`src/rtl/fifo_stream_reader.sv`:
```
// Credit-based FIFO-to-stream adapter with a 4-entry circular buffer absorbing FIFO read latency.
// Define FSR_LINE_LAST_EN to enable the column counter that drives m_last every LINE_WIDTH beats.
module fifo_stream_reader #(
    parameter int unsigned DATA_WIDTH = 32,
    parameter int unsigned RD_LAT     = 1,
    parameter int unsigned LINE_WIDTH = 640
) (
    input  logic                  clk,
    input  logic                  rst_n,
    input  logic                  fifo_empty,
    output logic                  fifo_rd_en,
    input  logic [DATA_WIDTH-1:0] fifo_rd_data,
    output logic                  m_valid,
    input  logic                  m_ready,
    output logic [DATA_WIDTH-1:0] m_data,
    output logic                  m_last,
    output logic [2:0]            buf_level
);
    localparam int unsigned DEPTH  = 4;
    localparam int unsigned PTR_W  = 2;
    localparam int unsigned CNT_W  = 3;
    localparam int unsigned CRED_W = CNT_W + 1;

    if (DATA_WIDTH == 0 || DATA_WIDTH > 256 || (RD_LAT != 1 && RD_LAT != 2) ||
        LINE_WIDTH < 2 || LINE_WIDTH > 4096) begin : g_param_check
        $error("fifo_stream_reader: parameter out of range");
    end

    logic [DATA_WIDTH-1:0] mem_q [DEPTH];
    logic [PTR_W-1:0]      wr_ptr_q, wr_ptr_d;
    logic [PTR_W-1:0]      rd_ptr_q, rd_ptr_d;
    logic [CNT_W-1:0]      occ_q, occ_d;
    logic [CNT_W-1:0]      infl_q, infl_d;
    logic [RD_LAT-1:0]     lat_q, lat_d;
    logic [CRED_W-1:0]     credit_used;
    logic                  capture_c;
    logic                  pop_c;

    // Credits cover both buffered words and reads still travelling through the FIFO pipeline.
    assign credit_used = {1'b0, occ_q} + {1'b0, infl_q};
    assign fifo_rd_en  = rst_n & ~fifo_empty & (credit_used < CRED_W'(DEPTH));
    assign capture_c   = lat_q[RD_LAT-1];

    assign m_valid   = (occ_q != '0);
    assign pop_c     = m_valid & m_ready;
    assign m_data    = m_valid ? mem_q[rd_ptr_q] : '0;
    assign buf_level = occ_q;

    always_comb begin
        wr_ptr_d = wr_ptr_q;
        rd_ptr_d = rd_ptr_q;
        occ_d    = occ_q;
        infl_d   = infl_q;
        lat_d    = RD_LAT'({lat_q, fifo_rd_en});
        if (capture_c) begin
            wr_ptr_d = wr_ptr_q + PTR_W'(1);
        end
        if (pop_c) begin
            rd_ptr_d = rd_ptr_q + PTR_W'(1);
        end
        occ_d  = occ_q + CNT_W'(capture_c) - CNT_W'(pop_c);
        infl_d = infl_q + CNT_W'(fifo_rd_en) - CNT_W'(capture_c);
    end

    always_ff @(posedge clk or negedge rst_n) begin
        if (!rst_n) begin
            wr_ptr_q <= '0;
            rd_ptr_q <= '0;
            occ_q    <= '0;
            infl_q   <= '0;
            lat_q    <= '0;
        end else begin
            wr_ptr_q <= wr_ptr_d;
            rd_ptr_q <= rd_ptr_d;
            occ_q    <= occ_d;
            infl_q   <= infl_d;
            lat_q    <= lat_d;
        end
    end

    // Data storage needs no reset: m_data is masked while the buffer is empty.
    always_ff @(posedge clk) begin
        if (capture_c) begin
            mem_q[wr_ptr_q] <= fifo_rd_data;
        end
    end

`ifdef FSR_LINE_LAST_EN
    localparam int unsigned COL_W = 12;

    logic [COL_W-1:0] col_q, col_d;
    logic             eol_c;

    assign eol_c  = (col_q == COL_W'(LINE_WIDTH - 1));
    assign m_last = eol_c & m_valid;

    always_comb begin
        col_d = col_q;
        if (pop_c) begin
            col_d = eol_c ? '0 : col_q + COL_W'(1);
        end
    end

    always_ff @(posedge clk or negedge rst_n) begin
        if (!rst_n) begin
            col_q <= '0;
        end else begin
            col_q <= col_d;
        end
    end
`else
    assign m_last = 1'b0;
`endif

endmodule

```
`config.mk`:
```
export PLATFORM = sky130hd
export DESIGN_NAME = fifo_stream_reader
export DESIGN_NICKNAME = d
export VERILOG_FILES = /design/src/rtl/fifo_stream_reader.sv
export SDC_FILE = /design/constraint.sdc
export NUM_CORES = 1
export LEC_CHECK = 0
export ABC_AREA = 1
export CORE_UTILIZATION = 55
export CTS_CLUSTER_DIAMETER = 40
export DETAILED_ROUTE_END_ITERATION = 16
export HOLD_SLACK_MARGIN = 0.12
export PLACE_DENSITY = 0.79
export SLEW_MARGIN = 0
export SYNTH_ARGS = -nofsm -noshare
export SYNTH_HDL_FRONTEND = slang
export SYNTH_SLANG_ARGS = --single-unit
```
`constraint.sdc`:
```
create_clock -name clk -period 2.7 [get_ports clk]
set_input_delay 0.54 -clock clk [delete_from_list [all_inputs] [get_ports clk]]
set_output_delay 0.54 -clock clk [all_outputs]
set_load 0.02 [all_outputs]
```
==> results.toml <==
[outcome]
outcome = "finished, final reports clean"

[synthesis]
synth.avg_cell_area_um2 = 10.5
synth_top_area_share_pct = 63.1
syn_nets = 628
netlist_area_um2 = 6090
synth_most_common_cell = "nand2_1"
ys_top_cells_by_count = "nand2_1 (145), edfxtp_1 (128), inv_1 (100)"
yosysTopAreaCell = "edfxtp_1"
ys_ff_latch = 139
synth-seq-area-share_pct = 67.6
yosysWarningCount = 0
syn_inst = 580
synth_area_leaders = "edfxtp_1 (63%), nand2_1 (8.9%), inv_1 (6.2%)"
synth_flop_cell = "edfxtp_1"
synth_cell_type_count = 22
synth-edff-count = 128
synthArstFlopShare_pct = 7.91

[pwr]
peakVddDrop_v = 0.000562
p_leak_nw = 3.41
p_total_mw = 8.32
power_density_nw_per_um2 = 1090

[timing]
period_share_pct = 94.6
skew_ps = 8.28
setup_tns_ps = 0
timing.fmax_mhz = 391
period_minus_slack_ps = 2550
setup_violations = 0
grt_setup_unrepaired = "false"
slew_viol_final = 0
finalHoldViolCount = 0

[floorplan]
ios = 74
die_y_um = 107
fp-row-count = 38
initial_core_util_pct = 56.2
fp.dieW_um = 107
dieArea_um2 = 11500
core_area_um2 = 10800

[worst_setup_path]
critPathCaptureType = "output pin"
path_buf_inv = 4
path_class = "reg2out"
cp.required_ps = 2160
cp_top_family = "buffers and inverters"
cpPeakStageDelay_ps = 400
cp.arrival_ps = 2010
slowest_stage = "dfrtp_1"
critPathLaunchType = "flop"
cp_max_fo = 12
crit_chain = "inv_1, nand2_1, clkinv_4, buf_4, a21oi_1, dlygate4sd2_1"

[final_layout]
multi_input_area_um2 = 1260
antenna_cells = 0
finalNetCount = 714
nFillCells = 771
syn_to_final_growth_pct = 25.1
drive_gt1_share_pct = 14.6
regArea_um2 = 4120

[global_routing]
grt_usage_pct = 22.6
grt_pass1_vias = 4098
antenna_found_initial = 0
grt_overflow = 0
grt_max_degree = 33
grt_pass1_wl_um = 19100

[routing]
dr.first_iter.drc_count = 267
num_vias = 4105
wl_um = 12000
firstDrtPassIters = 5
ant_nets = 0
wl_per_cell_um = 14.6
drc = 0
viasPerCell = 5.01

[placement]
hpwl_um = 7490
place.gp.congestion = 0.749
port_buffers = 72

[clock_network]
clk_latency_ps = 530
numCtsBuffers = 17
root_buffer = "clkbuf_8"
htree_levels = 4
cts_setup_buffers = 0
ctsLongestPathBuffers = 2
cts.clk_slew.worst_paths_ps = 60
clkSinkCount = 139
cts_hold_buf = 0
cts_tree = "done"

[hold_path]
hp-class = "in2async"

[run]
cap_violations = 0
[per-layer routing]
layer	vias to the layer above	share of wire (%)	GRT usage (%)
met2	134	53	40.4
met5	-	0	0
met4	0	2.0	10.2
met1	1960	40	25.9
li1	1989	-	-
met3	22	4.9	5.15
[cells by family after synthesis]
kind of cell	Yosys count	share of synthesized area, %
AND/OR/NAND/NOR	214	14.6
AO/OA/AOI/OAI	34	2.79
adder cells (fa/ha/maj)	12	2.71
flip-flops	139	67.6
other	1	0.0615
XOR/XNOR	4	0.575
buffers and inverters	176	11.7
[flip-flops by register name, indices dropped and copies added (netlist names)]
register   cells
buf_level      3
capture_c      1
infl_q         3
mem_q        128
rd_ptr_q       2
wr_ptr_q       2
[report_power, final]
group / internal (mW) / switching, mW / total [mW]
logic: 1.15 / 2.03 / 3.18
registers: 2.60 / 0.120 / 2.72
clock network: 1.58 / 0.827 / 2.41
total: 5.34 / 2.98 / 8.32
[metrics by stage]
stage	setup WS [ps]	utilization [%]	cells	hold slack [ps]	instance area [um2]
3_3_place_gp	131	64.9	787	502	7030
4_1_cts	109	70.3	819	327	7620
2_1_floorplan	542	-	580	244	6090
5_1_grt	20.4	70.3	819	367	7620
3_5_place_dp	122	64.9	787	522	7030
6_report	145	70.3	819	337	7620
[layout make-up]
cell class	count	share of cell area, %
sequential	139	54.0
multi-input combinational	265	16.6
timing repair buffer	93	11.4
inverter	150	7.57
clock buffer	19	5.53
clock inverter	13	2.61
tap	140	2.30
[timing repair]
| action | CTS | global route |
|---|---|---|
| resized for setup | 37 | 0 |
| endpoints found under the hold margin | 0 | 0 |
| endpoints found under the setup margin | 33 | 0 |
[placed cells by master, fill, tap and decap left out, drive strengths merged]
master,instances
xor2,1
and3,1
fa,2
xnor2,3
inv,143
bufinv,5
edfxtp,128
clkinv,12
nor2,2
conb,1
nand3,65
nand2,145
dlygate4sd2,33
ha,10
dfrtp,11
o21ai,2
buf,21
clkdlybuf4s50,39
clkinvlp,3
nor3b,1
clkbuf,19
a21oi,32
[final timing paths]
path,start,cells after the start,slack [ps],to
max reg2reg,buf_level[1],10,580,infl_q[2]
min in group clk,infl_q[1],2,530,infl_q[2]
max,buf_level[2],6,150,m_data[11]
min reg2reg,infl_q[1],2,530,infl_q[2]
max in group asynchronous,rst_n,2,2190,rd_ptr_q[0]
min,rst_n,2,340,infl_q[2]
Note: power is estimated with default switching activity, not from simulation.
